[config.mk]
export PLATFORM = sky130hd
export DESIGN_NAME = imem_loader
export DESIGN_NICKNAME = d
export VERILOG_FILES = /design/src/rtl/imem_loader_pkg.sv /design/src/rtl/imem_loader.sv
export SDC_FILE = /design/constraint.sdc
export NUM_CORES = 1
export LEC_CHECK = 0
export CAP_MARGIN = 20
export CORE_UTILIZATION = 35
export DETAILED_ROUTE_END_ITERATION = 8
export SYNTH_ARGS = -nofsm -noshare
export SYNTH_HDL_FRONTEND = slang
export SYNTH_SLANG_ARGS = --single-unit
[constraint.sdc]
create_clock -name Clk -period 4.8 [get_ports Clk]
set_input_delay 0.72 -clock Clk [delete_from_list [all_inputs] [get_ports Clk]]
set_output_delay 0.72 -clock Clk [all_outputs]
set_load 0.005 [all_outputs]
[src/rtl/imem_loader_pkg.sv]
// Shared types, frame constants and helpers for the instruction-memory loader.
package imem_loader_pkg;

    // Loader FSM states
    typedef enum logic [2:0] {
        ST_IDLE  = 3'd0,
        ST_LEN   = 3'd1,
        ST_DATA  = 3'd2,
        ST_CHK   = 3'd3,
        ST_DONE  = 3'd4,
        ST_ERROR = 3'd5
    } state_t;

    // Frame constants: shortest legal payload and instruction word size in bytes
    localparam int LEN_MIN    = 1;
    localparam int WORD_BYTES = 4;

    // A LEN byte is legal when non-zero, fits in memory and is a whole number of words
    function automatic logic len_legal(input logic [7:0] len, input logic [31:0] depth);
        logic [31:0] len_w;
        len_w     = {24'd0, len};
        len_legal = (len_w >= 32'(LEN_MIN)) &&
                    (len_w <= depth) &&
                    ((len_w % 32'(WORD_BYTES)) == 32'd0);
    endfunction

    // Running 8-bit modular checksum
    function automatic logic [7:0] checksum_add(input logic [7:0] sum, input logic [7:0] b);
        checksum_add = sum + b;
    endfunction

endpackage

[src/rtl/imem_loader.sv]
// Loads a framed byte stream [LEN][data...][CHK] into instruction memory and
// holds the CPU until a frame has been written and its checksum verified.
module imem_loader
    import imem_loader_pkg::*;
#(
    parameter int ADDR_W = 8,
    parameter int DEPTH  = 256
) (
    input  logic              Clk,
    input  logic              Reset,
    input  logic              start,
    input  logic              in_valid,
    input  logic [7:0]        in_data,
    output logic              in_ready,
    output logic              mem_we,
    output logic [ADDR_W-1:0] mem_addr,
    output logic [7:0]        mem_wdata,
    output logic              cpu_hold,
    output logic              done,
    output logic              error,
    output logic [8:0]        byte_count
);

    localparam logic [31:0] DEPTH_W = 32'(DEPTH);

    state_t              state_q, state_d;
    logic [7:0]          len_q, len_d;
    logic [8:0]          count_q, count_d;
    logic [7:0]          sum_q, sum_d;
    logic                in_ready_q, in_ready_d;
    logic                we_q, we_d;
    logic [ADDR_W-1:0]   addr_q, addr_d;
    logic [7:0]          wdata_q, wdata_d;
    logic                hold_q, hold_d;
    logic                done_q, done_d;
    logic                error_q, error_d;
    logic                xfer_s;
    logic                last_byte_s;

    assign xfer_s      = in_valid & in_ready_q;
    assign last_byte_s = ((count_q + 9'd1) == {1'b0, len_q});

    // Next-state, counter, checksum and write-port decode
    always_comb begin
        state_d = state_q;
        len_d   = len_q;
        count_d = count_q;
        sum_d   = sum_q;
        we_d    = 1'b0;
        addr_d  = addr_q;
        wdata_d = wdata_q;

        case (state_q)
            ST_IDLE, ST_DONE, ST_ERROR: begin
                // in_ready is low here, so in_data is never consumed on the start edge
                if (start) begin
                    state_d = ST_LEN;
                    count_d = 9'd0;
                    sum_d   = 8'd0;
                end else begin
                    state_d = state_q;
                end
            end
            ST_LEN: begin
                if (xfer_s) begin
                    len_d = in_data;
                    if (len_legal(in_data, DEPTH_W)) begin
                        state_d = ST_DATA;
                    end else begin
                        state_d = ST_ERROR;
                    end
                end else begin
                    state_d = ST_LEN;
                end
            end
            ST_DATA: begin
                if (xfer_s) begin
                    we_d    = 1'b1;
                    addr_d  = count_q[ADDR_W-1:0];
                    wdata_d = in_data;
                    count_d = count_q + 9'd1;
                    sum_d   = checksum_add(sum_q, in_data);
                    if (last_byte_s) begin
                        state_d = ST_CHK;
                    end else begin
                        state_d = ST_DATA;
                    end
                end else begin
                    state_d = ST_DATA;
                end
            end
            ST_CHK: begin
                if (xfer_s) begin
                    if (checksum_add(sum_q, in_data) == 8'd0) begin
                        state_d = ST_DONE;
                    end else begin
                        state_d = ST_ERROR;
                    end
                end else begin
                    state_d = ST_CHK;
                end
            end
            default: begin
                state_d = ST_IDLE;
            end
        endcase

        // Status outputs are registered copies of what the next state implies
        in_ready_d = (state_d == ST_LEN) || (state_d == ST_DATA) || (state_d == ST_CHK);
        done_d     = (state_d == ST_DONE);
        error_d    = (state_d == ST_ERROR);
        hold_d     = (state_d != ST_DONE);
    end

    // State and output registers; async reset aborts any frame in progress
    always_ff @(posedge Clk or negedge Reset) begin
        if (!Reset) begin
            state_q    <= ST_IDLE;
            len_q      <= 8'd0;
            count_q    <= 9'd0;
            sum_q      <= 8'd0;
            in_ready_q <= 1'b0;
            we_q       <= 1'b0;
            addr_q     <= '0;
            wdata_q    <= 8'd0;
            hold_q     <= 1'b1;
            done_q     <= 1'b0;
            error_q    <= 1'b0;
        end else begin
            state_q    <= state_d;
            len_q      <= len_d;
            count_q    <= count_d;
            sum_q      <= sum_d;
            in_ready_q <= in_ready_d;
            we_q       <= we_d;
            addr_q     <= addr_d;
            wdata_q    <= wdata_d;
            hold_q     <= hold_d;
            done_q     <= done_d;
            error_q    <= error_d;
        end
    end

    assign in_ready   = in_ready_q;
    assign mem_we     = we_q;
    assign mem_addr   = addr_q;
    assign mem_wdata  = wdata_q;
    assign cpu_hold   = hold_q;
    assign done       = done_q;
    assign error      = error_q;
    assign byte_count = count_q;

endmodule
# == After elaboration in Yosys (flattened, before gate mapping) ==
# Cells that the tools add are included.
# word_totals
in_bits,12
output_inout_bits,30
reg_bits,49
word_cells,56
# op_classes
eq_ne,14
bitwise_logic,1
n_reduce_logical,11
muxes,16
addsub,2
order_cmp,1
# op_table
cell,count
zero test 32 bit,1
2-to-1 mux 9 bit,2
case mux 9 bit (2 select lines),1
2-to-1 mux 8 bit,2
case mux 8 bit (2 select lines),1
2-to-1 mux 3 bit,5
"== test 3 x 2 -> 1 bit, second input constant",4
"== test 3 bit, second input constant",4
case mux 3 bit (4 select lines),1
"adder 9 x 1 -> 9 bit, second input constant",1
== test 9 x 8 -> 1 bit,1
adder 8 bit,1
">= comparator 8 x 1 -> 1 bit, second input constant",1
zero test 8 bit,1
"== test 3 x 1 -> 1 bit, second input constant",2
2-to-1 mux 1 bit,4
"inequality test 2 bit, second input constant",2
AND reduction 2 bit,2
zero test 3 bit,1
"inequality test 3 bit, second input constant",1
AND reduction 3 bit,1
OR reduction 3 bit,1
logical OR 1 bit,2
nonzero test 2 bit,1
other kinds (2),2

# == Depth between registers and ports, before layout ==
# Gate-level depths: netlist (run 1).
# logic_depth
ltp_word,8
depth_mapped,8
mapped_depth_nobuf,8

# == Worst setup path after synthesis (run 1) ==
# OpenSTA, ideal clock, no wires.
# synth_path
kind,input port to flip-flop
from,in in_data[0]
to,"reg error_q, in the netlist error"
n_path_buf,0
path_slack_ns,2.136
path_stages,8
t_required_ns,4.661
setup_time_ns,0.139
arrival_ns,2.524
path_cell_list,ha_1 > fa_1 > xor2_1 > or4_1 > a21oi_2 > nand4_2 > o31ai_4 > a21boi_0
# synth_between
elab_chain_len,6
word_cells_on_any_way,11
cone_classes,add/sub: 1; order compare: 1; eq/ne: 1; mux: 5; reduce/logical: 3
# synth_rtl
element,line,text
start: declaration,imem_loader.sv:13,"input logic [7:0] in_data,"
"adder 8 bit, or another cell as far along",imem_loader_pkg.sv:29,checksum_add = sum + b;
zero test 8 bit / logical AND 1 bit (equally long branches),"imem_loader.sv:94, imem_loader_pkg.sv:23",
2-to-1 mux 1 bit / 2-to-1 mux 3 bit (equally long branches),"imem_loader.sv:94, imem_loader.sv:67",
2-to-1 mux 3 bit (on tied branches),"imem_loader.sv:93, imem_loader.sv:65",
case mux 3 bit (4 select lines) (*),imem_loader.sv:53,case (state_q)
== test 3 bit (*),imem_loader.sv:111,error_d = (state_d == ST_ERROR);
via error_d,imem_loader.sv:36,"logic error_q, error_d;"
end signal: assignment,imem_loader.sv:140,error_q <= error_d;
end: declaration,imem_loader.sv:36,
# Mark *: on every way through the listed nets, which the timed path passes. The rest lies on a longest branch.
# A chain may end at the register's enable or synchronous reset.

# == Worst setup path after layout (run 1) ==
# Same ends and word-level chain as after synthesis.

==> flow_summary.ini, run 1 <==
[status]
status = complete, no violations

[worst_setup_path]
r2r_slack_ps = 2320
crit_type = in -> reg
end_kind = register
required_ps = 4970
start_kind = input port
reg2reg_from = sum_q[0]
cp.arrival_ps = 3240
ff2ff_path_depth = 8
worstReg2RegEnd = error
cp_max_fo = 5

[clocking]
ctsRootBufferMaster = clkbuf_8
cts_resized = 0
post_cts_buffers = 0
numCtsBuffers = 5
clk_pin_slew_worst_paths_ps = 90
cts_tree = done
clock_latency_ps = 310
clockBufferDepth = 2
postCtsHoldBufs = 0
htreeDepth = 2
cts.sinks = 49

[global_route]
grt_max_degree = 50
grt_usage_pct = 16.9
grt_pass1_vias = 1950
overflow = 0
grt_antenna_before_repair = 0
grt_pass1_wl_um = 9720

[yosys]
syn_inst = 263
synth_edf_count = 0
synth_mux_area_share_pct = 3.03
synthArstFlopShare_pct = 100
synthAdderAreaFrac_pct = 4.69
synth_top_family_by_area = simple AND/OR/NAND/NOR gates
ys_seq_area_share_pct = 48.0
syn_nets = 284
synthXorXnorAreaFrac_pct = 5.77
synth_compound_area_share_pct = 16.7
synthSimpleGateAreaFrac_pct = 18.8
ys_seq_elements = 49
synth_warnings = 0
ys.flop_type = dfrtp_1
avgSynthCellArea_um2 = 9.73
ys_types = 59
synth_area_um2 = 2560

[die]
placementRows = 30
io_pins = 42
die_h_um = 87.5
core-area_um2 = 6940
die_x_um = 87.5
dieArea_um2 = 7660
start_util_pct = 36.8

[placement]
hpwl_um = 4090
dpl-instance-area_um2 = 3060
gp_congestion = 0.874
io_buffers = 41

[layout]
drive_above_1_share_pct = 10.3
final_common_cell = nand2_1
finish.utilization_pct = 45.3
layout_common_cells = nand2_1 (60), dfrtp_1 (48), clkdlybuf4s50_1 (40)
final_cell_area_um2 = 3150
register_area_um2 = 1230
n_antenna_cell = 0
multi_input_area_um2 = 1260
n_fill_cell = 691
syn2layout_area_growth_pct = 23.0
layout.nets = 323

[power_and_ir_drop]
peakVddDrop_mv = 0.194
leakagePower_nw = 1.42
p_per_area_nw_per_um2 = 393

[route]
drc = 0
drt-initial-drc-count = 86
wl_per_cell_um = 14.7
drt-pass1-iter-count = 4
vias = 2028
ant_nets = 0
via_per_inst = 5.10
routed_wl_um = 5870

[timing]
min_period_ps = 3070
slew_headroom_pct = 35.0
finalClockSkew_ps = 4.15
worstMarginPinSlew_ps = 972
finalHoldViolCount = 0
max_freq_ghz = 0.326
fin_crit_sh_pct = 63.9
finalMaxSlewViolations = 0
finalSetupViolCount = 0
tns_ps = 0
rsz0062_at_grt = no

[run]
cap_viol_max_count = 0

[worst_hold_path]
hp-start = mem_addr[7]
whs_path_depth = 2
hold_end = mem_addr[7]
hold_path_class = reg -> reg
[registers in the layout, indices dropped and copies added (netlist names)]
signal and count:
len_q 8, sum_q 8, mem_addr 8, error 1, state_q 3, cpu_hold 1, done 1, in_ready 1
byte_count 9, mem_we 1, mem_wdata 8
[layer usage]
metal	vias to the layer above	GRT usage [%]	part of all wire (%)
li1	1000	-	-
met1	973	22.6	49
met2	43	26.7	46
met3	12	3.22	3.4
met4	0	7.45	2.2
met5	-	0	0
[report_power, final]
| part | leakage (nW) | switching, mW | internal [mW] |
|---|---|---|---|
| logic | 0.725 | 0.200 | 0.211 |
| clock network | 0.0433 | 0.143 | 0.114 |
| registers | 0.652 | 0.0685 | 0.503 |
| total | 1.42 | 0.411 | 0.828 |
[cell type report]
| class | count | share of cell area, % |
|---|---|---|
| clock buffer | 6 | 2.62 |
| clock inverter | 1 | 0.238 |
| timing repair buffer | 44 | 13.6 |
| multi-input combinational | 196 | 40.0 |
| sequential | 49 | 39.0 |
| tap | 96 | 3.82 |
| inverter | 6 | 0.715 |
[cell families (layout without fill, tap and decap cells)]
family / after synthesis / after routing
and+or+nand+nor: 103 / 103
AOI/OAI and AO/OA: 61 / 61
DFF: 49 / 49
buffers and inverters: 18 / 57
xor gates and xnor gates: 16 / 16
adders and majority gates: 9 / 9
muxes: 7 / 7
[worst max path at each step]
stage | start | cells after the start | endpoint
2_1_floorplan | in_data[0] | 8 | error
3_3_place_gp | in_data[0] | 9 | error
3_5_place_dp | in_data[0] | 9 | error
4_1_cts | in_data[0] | 9 | error
5_1_grt | in_data[0] | 9 | error
6_report | in_data[0] | 9 | error
[cell usage after synthesis (2+ instances only)]
cell type	instances	area (µm²)
nand2_1	60	225
dfrtp_1	48	1200
o21ai_0	18	90.1
nor2_1	11	41.3
xnor2_1	10	87.6
a21oi_1	9	45.0
ha_1	8	100
nand3_1	7	35.0
a22o_1	6	52.6
inv_1	6	22.5
mux2_2	6	67.6
buf_2	5	25.0
clkbuf_1	5	18.8
nor3_1	5	25.0
xor2_1	5	43.8
and3_1	3	18.8
o21bai_1	3	22.5
a2111oi_0	2	17.5
a21o_1	2	15.0
a21oi_2	2	17.5
a31oi_1	2	12.5
nand4_1	2	12.5
o31ai_1	2	15.0
[through the flow]
step	setup slack (ps)	hold WS, ps	power, mW	instances
final	1730	477	1.24	398
after global routing	1630	512	1.32	398
after CTS	1740	485	1.25	398
after detailed placement	1420	463	0.994	391
after global placement	1480	456	0.988	391
after floorplan	2140	424	0.828	263
[critical path, cell delays in order]
cell	delay, ps
clkdlybuf4s50_1	500
ha_1	290
fa_1	430
xor2_1	190
or4_1	430
a21oi_2	140
nand4_2	130
o31ai_4	260
a21boi_0	150
No activity file was read; power rests on OpenSTA's default activity.
==> run 2: changes to the inputs <==
==> constraint.sdc (replaced) <==
create_clock -name Clk -period 2.65 [get_ports Clk]
set_input_delay 0.3975 -clock Clk [delete_from_list [all_inputs] [get_ports Clk]]
set_output_delay 0.3975 -clock Clk [all_outputs]
set_load 0.005 [all_outputs]
==> run 2 against run 1 <==
Largest power group unchanged. Clock skew rose by 5.7 ps. Setup slack got worse by 1600 ps. Sequential power increased by 80%. Clock-buffer cell count fell by 1. First-iteration DRC count increased by 26%. Sequential share of layout area fell by 1.3 points. Routed wire length rose by 2.8%. Global-route usage increased by 0.25 points. The run now ends with hold timing left. Largest cell class unchanged. Sequential cell count stayed put. Combinational power increased by 91%. Total power up 89%. Clock power up 110%.
==> flow_summary.ini, run 2 (synthesized netlist as in run 1, its figures left out) <==
[status]
status = complete, but fails checks
violations = hold timing

[global_route]
grt_usage_pct = 17.1
grt_pass1_vias = 1999
overflow = 0
grt_antenna_before_repair = 0
grt_max_degree = 30
grt_pass1_wl_um = 9870

[clocking]
post_cts_buffers = 0
cts_tree = done
cts.sinks = 49
postCtsHoldBufs = 0
cts_resized = 0
ctsRootBufferMaster = clkbuf_8
numCtsBuffers = 5
htreeDepth = 2
clock_latency_ps = 310
clk_pin_slew_worst_paths_ps = 90
clockBufferDepth = 2

[worst_setup_path]
crit_type = in -> reg
required_ps = 2890
cp.arrival_ps = 2740
start_kind = input port
cp_max_fo = 5
end_kind = register

[die]
io_pins = 42
die_x_um = 87.5
start_util_pct = 36.8
dieArea_um2 = 7660
die_h_um = 87.5
core-area_um2 = 6940
placementRows = 30

[layout]
drive_above_1_share_pct = 14.3
syn2layout_area_growth_pct = 27.3
n_antenna_cell = 0
layout_common_cells = nand2_1 (60), dfrtp_1 (48), clkdlybuf4s50_1 (39)
final_common_cell = nand2_1
finish.utilization_pct = 46.9
largest_register_ffs = 9
layout.nets = 335

[power_and_ir_drop]
peakVddDrop_mv = 0.404
p_per_area_nw_per_um2 = 720
leakagePower_nw = 1.50
finalPower_mw = 2.34

[route]
wl_met1_um = 2910
top_layer_used = met4
drt-initial-drc-count = 108
via_per_inst = 5.06
dr_wl_met3_um = 241
routed_wl_um = 6030
ant_nets = 0
drt-pass1-iter-count = 4
vias = 2076
wl_per_cell_um = 14.7
dr_wl_met2_um = 2780
drc = 0

[placement]
hpwl_um = 4360
gp_congestion = 0.885
io_buffers = 41

[timing]
finalHoldViolCount = 15
min_period_ps = 2500
finalMaxSlewViolations = 0
hold_slack_ps = -2.45
finalSetupViolCount = 0
rsz0062_at_grt = no
finalClockSkew_ps = 9.85
fin_crit_sh_pct = 94.3
slew_headroom_pct = 30.6
max_freq_ghz = 0.400
worstMarginPinSlew_ps = 1040

[worst_hold_path]
hold_path_class = in -> async

[run]
cap_viol_max_count = 0
run 2: worst max-delay path, cell delays in order:
cell             delay (ps)
clkdlybuf4s50_1         460
fa_2                    440
xor2_1                  190
or4_4                   430
a21oi_2                 130
nand4_2                 130
o31ai_4                 350
and3_1                  210
run 2: layer usage:
metal  global-route usage, %  up-vias
met5                       0        -
li1                        -     1019
met1                    22.6     1002
met3                    3.41        8
met2                    28.3       47
met4                    5.66        0
run 2: cell type report:
cell class	instances	area, µm²
clock buffers	5	68.8
clock inverters	2	35.0
fillers	654	3690
inverters	6	22.5
multi-input cells	196	1260
flip-flops and latches	49	1230
well taps	96	120
repair buffers	56	520
run 2: metrics by stage:
stage	instance area (µm²)	setup TNS [ps]	std cells	worst slack, ps	hold slack (ps)
global placement	3140	-1140	403	-253	339
global route	3260	0	410	27.7	21.1
finish	3260	0	410	150	-2.45
floorplan	2560	0	263	309	102
CTS	3250	0	410	10.5	1.79
detailed placement	3140	-1370	403	-311	340
run 2: path summary, 6_finish.rpt:
| kind | start | end | slack, ps | cells past startpoint |
|---|---|---|---|---|
| hold / removal | Reset | mem_we | -2 | 1 |
| setup reg to reg | sum_q[0] | done | 180 | 8 |
| hold reg to reg | mem_addr[5] | mem_addr[5] | 480 | 2 |
| max in group asynchronous | Reset | cpu_hold | 2000 | 2 |
| min in group Clk | in_data[0] | mem_wdata[0] | 470 | 4 |
| setup / recovery | in_data[1] | done | 150 | 8 |
run 2: where the power goes:
| part | switching (mW) | internal, mW | leakage, nW |
|---|---|---|---|
| sequential | 0.121 | 0.911 | 0.652 |
| clock | 0.255 | 0.275 | 0.0540 |
| combinational | 0.380 | 0.404 | 0.791 |
| total | 0.755 | 1.59 | 1.50 |
